**config.mk**
```make
export PLATFORM = sky130hd
export DESIGN_NAME = rgb_hue_pwm
export DESIGN_NICKNAME = d
export VERILOG_FILES = /design/src/rtl/rgb_hue_pwm.sv
export SDC_FILE = /design/constraint.sdc
export NUM_CORES = 1
export LEC_CHECK = 0
export ABC_AREA = 1
export BUFFER_PORTS_ARGS = -buffer_cell sky130_fd_sc_hd__buf_2
export CORE_MARGIN = 2
export CORE_UTILIZATION = 35
export CTS_CLUSTER_DIAMETER = 200
export CTS_CLUSTER_SIZE = 20
export DETAILED_ROUTE_END_ITERATION = 16
export PLACE_DENSITY_LB_ADDON = 0.25
export SLEW_MARGIN = 20
export SYNTH_ARGS = -nofsm -noshare
export SYNTH_HDL_FRONTEND = slang
export SYNTH_SLANG_ARGS = --single-unit
```
**constraint.sdc**
```tcl
create_clock -name clk -period 1.9 [get_ports clk]
set_input_delay 0.095 -clock clk [delete_from_list [all_inputs] [get_ports clk]]
set_output_delay 0.095 -clock clk [all_outputs]
set_load 0.01 [all_outputs]
```
**src/rtl/rgb_hue_pwm.sv**
```systemverilog
// rgb_hue_pwm
// Three-channel PWM source whose duties sweep around the hue wheel
// (red -> yellow -> green -> cyan -> blue -> magenta -> red).
//
// Ports:
//   clk            system clock, rising edge
//   rst_n          asynchronous active-low reset
//   en             sweep / output enable
//   R_pwm_output   red PWM
//   G_pwm_output   green PWM
//   B_pwm_output   blue PWM
//   phase          current hue phase, 0..5
//   level          current ramp level, 0..MAX
//
// Duties are double-buffered per channel: the target is sampled only while
// the PWM counter sits at MAX, so every period runs on a single duty value.

// ---------------------------------------------------------------------------
// rgb_hue_pwm_ch: one colour channel (active duty register + output compare).
//   clk, rst_n  clock / async reset
//   en_i        output enable (forces output low when 0)
//   cnt_i       shared PWM counter
//   load_i      high in the clock where the counter is MAX
//   tgt_i       target duty for this channel
//   pwm_o       registered PWM output
// ---------------------------------------------------------------------------
module rgb_hue_pwm_ch #(
  parameter int PWM_BITS = 8,
  parameter bit RST_FULL = 1'b0   // reset duty: 1 -> MAX, 0 -> zero
) (
  input  logic                clk,
  input  logic                rst_n,
  input  logic                en_i,
  input  logic [PWM_BITS-1:0] cnt_i,
  input  logic                load_i,
  input  logic [PWM_BITS-1:0] tgt_i,
  output logic                pwm_o
);

  logic [PWM_BITS-1:0] duty_q, duty_d;
  logic                pwm_q,  pwm_d;

  always_comb begin
    duty_d = load_i ? tgt_i : duty_q;
    // Compare uses the duty already active; a reload only affects the
    // next period because the load clock has cnt=MAX (never < duty).
    pwm_d  = en_i & (cnt_i < duty_q);
  end

  always_ff @(posedge clk or negedge rst_n) begin
    if (!rst_n) begin
      duty_q <= RST_FULL ? '1 : '0;
      pwm_q  <= 1'b0;
    end else begin
      duty_q <= duty_d;
      pwm_q  <= pwm_d;
    end
  end

  assign pwm_o = pwm_q;

endmodule

// ---------------------------------------------------------------------------
// Top
// ---------------------------------------------------------------------------
module rgb_hue_pwm #(
  parameter int PWM_BITS = 8,
  parameter int STEP_DIV = 50000
) (
  input  logic                clk,
  input  logic                rst_n,
  input  logic                en,
  output logic                R_pwm_output,
  output logic                G_pwm_output,
  output logic                B_pwm_output,
  output logic [2:0]          phase,
  output logic [PWM_BITS-1:0] level
);

  localparam int NUM_CH = 3;
  // Keep the prescaler at least one bit wide so STEP_DIV=1 still elaborates.
  localparam int PRE_W  = (STEP_DIV > 1) ? $clog2(STEP_DIV) : 1;
  localparam logic [PWM_BITS-1:0] MAX      = '1;
  localparam logic [PRE_W-1:0]    PRE_LAST = PRE_W'(STEP_DIV - 1);

  logic [PWM_BITS-1:0] cnt_q,   cnt_d;
  logic [PRE_W-1:0]    pre_q,   pre_d;
  logic [2:0]          phase_q, phase_d;
  logic [PWM_BITS-1:0] level_q, level_d;

  logic                             tick;
  logic                             load;
  logic [PWM_BITS-1:0]              inv;
  logic [NUM_CH-1:0][PWM_BITS-1:0]  tgt;   // [0]=R [1]=G [2]=B
  logic [NUM_CH-1:0]                pwm;

  // Counter, prescaler and hue position
  always_comb begin
    cnt_d   = cnt_q + PWM_BITS'(1);      // free-running, wraps MAX->0
    tick    = en && (pre_q == PRE_LAST);
    pre_d   = pre_q;
    phase_d = phase_q;
    level_d = level_q;
    if (en) pre_d = tick ? '0 : pre_q + PRE_W'(1);
    if (tick) begin
      if (level_q == MAX) begin
        level_d = '0;
        phase_d = (phase_q == 3'd5) ? 3'd0 : phase_q + 3'd1;
      end else begin
        level_d = level_q + PWM_BITS'(1);
      end
    end
  end

  always_ff @(posedge clk or negedge rst_n) begin
    if (!rst_n) begin
      cnt_q   <= '0;
      pre_q   <= '0;
      phase_q <= '0;
      level_q <= '0;
    end else begin
      cnt_q   <= cnt_d;
      pre_q   <= pre_d;
      phase_q <= phase_d;
      level_q <= level_d;
    end
  end

  // Target duty from the registered (pre-tick) phase/level
  always_comb begin
    inv = MAX - level_q;
    tgt = '0;
    case (phase_q)
      3'd0: begin tgt[0] = MAX;     tgt[1] = level_q; tgt[2] = '0;      end
      3'd1: begin tgt[0] = inv;     tgt[1] = MAX;     tgt[2] = '0;      end
      3'd2: begin tgt[0] = '0;      tgt[1] = MAX;     tgt[2] = level_q; end
      3'd3: begin tgt[0] = '0;      tgt[1] = inv;     tgt[2] = MAX;     end
      3'd4: begin tgt[0] = level_q; tgt[1] = '0;      tgt[2] = MAX;     end
      3'd5: begin tgt[0] = MAX;     tgt[1] = '0;      tgt[2] = inv;     end
      default: tgt = '0;
    endcase
  end

  assign load = (cnt_q == MAX);

  // Red resets to full duty so it matches the phase-0/level-0 target.
  generate
    for (genvar i = 0; i < NUM_CH; i++) begin : g_ch
      rgb_hue_pwm_ch #(
        .PWM_BITS (PWM_BITS),
        .RST_FULL (i == 0)
      ) u_ch (
        .clk    (clk),
        .rst_n  (rst_n),
        .en_i   (en),
        .cnt_i  (cnt_q),
        .load_i (load),
        .tgt_i  (tgt[i]),
        .pwm_o  (pwm[i])
      );
    end
  endgenerate

  assign R_pwm_output = pwm[0];
  assign G_pwm_output = pwm[1];
  assign B_pwm_output = pwm[2];
  assign phase        = phase_q;
  assign level        = level_q;

endmodule

```
# Word level (Yosys, flattened, before mapping)
# Cells that the tools add are included.
[totals]
reg_bits = 62
latch_bits = 0
ramBits = 0
rom_bits = 0
input_bits = 3
output_inout_bits = 14
elab_cells = 36
mem_count = 0
[op_classes]
add_sub_neg = 5
multipliers = 0
div = 0
magnitude_cmp = 3
eq_ne = 8
n_shift = 0
mux = 4
bitwise = 3
n_reduce_logical = 3
[op_table]
columns = ["operator", "n"]
rows = [
  ["24-bit one-hot mux with 6 select lines", 1],
  ["8-bit less-than comparator", 3],
  ["16-bit by 1-bit adder with 16-bit output, second input constant", 1],
  ["8-bit by 1-bit adder with 8-bit output, second input constant", 2],
  ["16-bit equality test, second input constant", 1],
  ["8-bit equality test, second input constant", 2],
  ["16-bit 2-to-1 mux", 1],
  ["8-bit 2-to-1 mux", 1],
  ["8-bit subtractor, first input constant", 1],
  ["3-bit by 2-bit equality test with 1-bit output, second input constant", 2],
  ["3-bit equality test, second input constant", 2],
  ["3-bit by 1-bit adder with 3-bit output, second input constant", 1],
  ["1-bit bitwise AND", 3],
  ["3-bit by 1-bit equality test with 1-bit output, second input constant", 1],
  ["3-bit logical NOT", 1],
  ["3-bit 2-to-1 mux", 1],
  ["2-bit AND reduction", 1],
  ["1-bit logical AND", 1],
]

# Longest topological paths before layout
[depth]
ltp_word = 3
mapped_depth = 9
mapped_depth_nobuf = 9

# Hierarchy
# From an unflattened synthesis, not the netlist that was laid out.
[hier_totals]
cells_unflattened = 528
area_unflattened_um2 = 3990.1
[by_module_without_submodules]
columns = ["mod", "n_inst", "cells_each", "area_each_um2", "seq_area_each_um2"]
rows = [
  ["rgb_hue_pwm", 1, 354, 2478.6, 875.8],
  ["rgb_hue_pwm_ch (g_ch[1].u_ch ...)", 2, 58, 500.5, 225.2],
  ["rgb_hue_pwm_ch (g_ch[0].u_ch)", 1, 58, 510.5, 235.2],
]

# Worst setup path after synthesis
# Ideal clock, no wire load.
[synth_timing]
path_kind = "register -> register"
start = "reg phase_q[1] (netlist: phase[1])"
end = "reg g_ch[2].u_ch.duty_q[0]"
setup_time_ps = 117
arrival_time_ps = 1359
required_ps = 1783
slack_ps = 424
path_stages_with_launch = 9
path_buffers = 1
period_less_slack_ps = 1476
path_cell_list = "dfrtp_1 > nand2_1 > inv_1 > ha_1 > buf_1 > nor2_2 > nand3_1 > nand2_1 > nand2_1"
[synth_via]
elab_chain_len = 2
elab_cells_between_ends = 7
classes_between = "5 x eq/ne; 1 x mux; 1 x reduce/logical"
[synth_rtl]
columns = ["element", "line", "source"]
rows = [
  ["start: declaration", "89", "logic [2:0] phase_q, phase_d;"],
  ["start signal: assignment", "125", "phase_q <= phase_d;"],
  ["3-bit equality test, or another cell as far along", "134", "case (phase_q)"],
  ["24-bit one-hot mux with 6 select lines (*)", "134", ""],
  ["end signal: assignment", "52", "duty_q <= RST_FULL ? '1 : '0;"],
  ["end signal: assignment", "55", "duty_q <= duty_d;"],
  ["end: declaration", "40", "logic [PWM_BITS-1:0] duty_q, duty_d;"],
]
# Every way passes the cells marked *; elsewhere a longest branch is shown, timed or not.
# A chain may end at the register's enable or synchronous reset.

# Worst setup path after layout
[layout_timing]
start = "reg cnt_q[1]"
end = "reg g_ch[2].u_ch.duty_q[3]"
[layout_via]
elab_chain_len = 1
[layout_rtl]
columns = ["element", "line", "source"]
rows = [
  ["start: declaration", "87", "logic [PWM_BITS-1:0] cnt_q, cnt_d;"],
  ["start signal: assignment", "123", "cnt_q <= cnt_d;"],
  ["8-bit equality test", "145", "assign load = (cnt_q == MAX);"],
]
# Every way passes these cells.

==> metrics.md <==
| Metric | Value |
|---|---|
| Status | `finished, final reports clean` |
| Synth unique cells | `29` |
| Port buffer count | `16` |
| Startpoint types | `register` |
| Initial Utilization | `35.8%` |
| Routability cong. | `0.880` |
| CTS tree | `done` |
| Clock Tree Buf Depth | `2` |
| CTS buffer count | `9` |
| Post-placement cell count | `699` |
| Part of the cycle the worst path needs | `86.2%` |
| Final setup viols | `0` |
| Tot Pwr | `2.96 mW` |
| Top-area cell type share of the netlist area | `34.9%` |
| Hold WS | `0.0644 ns` |
| First-pass GRT wire length | `14.7 mm` |
| Most frequent cells in the layout | `nand2_1 (225), inv_1 (74), dfrtp_1 (54)` |
| Crit-path max FO | `16` |
| Crit path capture type | `register` |
| Peak VDD IR | `0.366 mV` |
| Post-place instance area | `4120 um^2` |
| Worst Hold Depth | `3` |
| Skew-Pair Late Insertion Delay | `0.34 ns` |
| Post-route cell area | `4350 um^2` |
| Final Instance Count excl. Fillers | `715` |
| Area leader, netlist | `dfrtp_1` |
| H-tree lvl count | `3` |
| CP required | `2.13 ns` |
| Fmax | `611 MHz` |
| Worst R2R Setup Slack | `0.26 ns` |
| Area grow syn2layout | `12.6%` |
| Antenna violations before repair | `0` |
| Routed wire length | `8.53 mm` |
| Setup TNS | `0 ns` |
| Mapped Cells | `546` |
| Nets | `599` |
| Post-synth EDFFs | `0` |
| Reg2Reg Launch Point | `cnt_q[1]` |
| Final hold violation count | `0` |
| Die height | `109 um` |
| Fraction of layout cells with a size suffix above 1 | `10.1%` |
| Commonest non-fill, non-tap cell in the layout | `nand2_1` |
| Full die area | `11900 um^2` |
| Mapped Nets | `574` |
| RSZ-0062 raised after global routing | `false` |
| Pre-CTS worst setup slack | `0.276 ns` |
| Drt pass-1 iters | `4` |
| DR DRC count | `0` |
| HP Start | `en` |
| YS warnings | `0` |
| Via count | `3209` |
| Vias/cell | `4.49` |
| Capture point of the worst reg-to-reg path | `g_ch[2].u_ch.duty_q[3]` |
| Max-slew violations | `0` |
| Antenna viol nets, final | `0` |
| Cts repair resizes | `0` |
| Ant diodes | `0` |
| CP arrival | `1.86 ns` |
| Synth Register Bits | `62` |
| Layout Utilization | `40.3%` |
| Global route overflow | `0` |
| Synthesized cell area | `3870 um^2` |
| Layout fillers | `1120` |
| Wire length per cell | `11.9 um` |
| Worst setup margin | `0.262 ns` |
| Pleak | `2.27 nW` |
| Sequential fraction of the synthesis area | `40.4%` |
| DP HPWL | `6.50 mm` |
| Share of flip-flops with an asynchronous set or reset | `100%` |
| Clock sinks | `62` |
| Root Buffer | `clkbuf_8` |
| Slew margin rel. | `68.9%` |
| Total GRT Usage | `15.7%` |
| Largest net degree at the start of global routing | `31` |
| Least-Margin Pin Slew | `0.467 ns` |
| Layout Skew | `0.0137 ns` |
| Max-Cap Viols | `0` |
| Register-to-Register Path Depth | `7` |
| Hold endpoint | `pre_q[1]` |
| Vias in the first global route | `3069` |
| IO Pins | `17` |
| Ranking of synthesized cells by area | `dfrtp_1 (35%), nand2_1 (22%), ha_1 (8.1%)` |
| Post-synth top flop | `dfrtp_1` |
| Row cnt | `38` |
| CP Class | `reg -> reg` |
| Initial DRC Count | `217` |
| Final min period | `1.64 ns` |
| Core Footprint | `10800 um^2` |
| Syn avg cell area | `7.08 um^2` |
| Hold Crit Class | `in -> reg` |
| Pwr per Cell Area | `681 nW/um^2` |
| Die X | `109 um` |
| Clk slew on worst S/H paths | `0.08 ns` |
final cells by class:
cell class                 count  area, um^2  area share, %
inverter                      77         294           6.75
multi-input combinational    398        1940           44.6
clock inverter                 3        67.6           1.55
sequential                    62        1560           35.9
clock buffer                  12         155           3.56
tap                          140         175           4.02
timing repair buffer          23         160           3.68
flip-flops by register name, indices dropped and copies added, names as in the netlist:
register          count
g_ch.u_ch.duty_q     24
g_ch.u_ch.pwm_o       3
phase                 3
cnt_q                 8
level                 8
pre_q                16
report_power, final:
group | internal [mW] | switching, mW
Sequential | 1.38 | 0.0637
Clock | 0.804 | 0.530
Combinational | 0.0690 | 0.119
Total | 2.25 | 0.713
worst max path at each step:
| stage | start | end |
|---|---|---|
| after global routing | pre_q[0] | level[5] |
| after global placement | level[0] | level[5] |
| after detailed placement | cnt_q[1] | g_ch[2].u_ch.duty_q[3] |
| after CTS | cnt_q[1] | g_ch[2].u_ch.duty_q[3] |
| final | cnt_q[1] | g_ch[2].u_ch.duty_q[3] |
| after floorplan | phase[1] | g_ch[2].u_ch.duty_q[0] |
per-layer routing:
layer / up-vias / share of wire, % / wire length [um] / global-route usage [%]
met4: 0 / 1.7 / 147 / 5.59
met5: - / 0 / 0 / 0
met1: 1420 / 50 / 4280 / 21.1
met3: 14 / 2.6 / 226 / 3.71
li1: 1733 / - / - / -
met2: 42 / 45 / 3870 / 24.7
repair_timing:
action	in CTS	in global routing
hold buffers	1	0
buffers inserted	0	0
hold endpoints to repair	14	0
Yosys cell counts, types with 2 or more instances:
cell     number
buf_6         3
nand4_1       4
dfrtp_1      54
xor2_1        9
nor2_2        3
nor2_1       45
a21oi_1      12
o21ai_2       2
nor3_1        5
buf_2         4
dfstp_2       8
nand3_1      45
ha_1         25
nand2_1     225
inv_1        74
o21a_1        3
o21ai_0      12
inv_2         2
critical path, stage by stage, from the launching register on:
cell     delay [ns]
dfrtp_1        0.43
ha_1           0.22
nand3_2        0.13
nor3_4         0.21
nand3_4        0.20
buf_12         0.21
nand2_1        0.07
nand2_1        0.05
kinds of logic after synthesis:
kind of cell | after synthesis | synth area share [%]
adders and majority gates | 25 | 8.09
AOI/OAI and AO/OA | 29 | 4.14
DFF | 62 | 40.4
and+or+nand+nor | 334 | 35.7
xor gates and xnor gates | 10 | 2.26
buffers and inverters | 86 | 9.45
No activity file was read; power rests on OpenSTA's default activity.
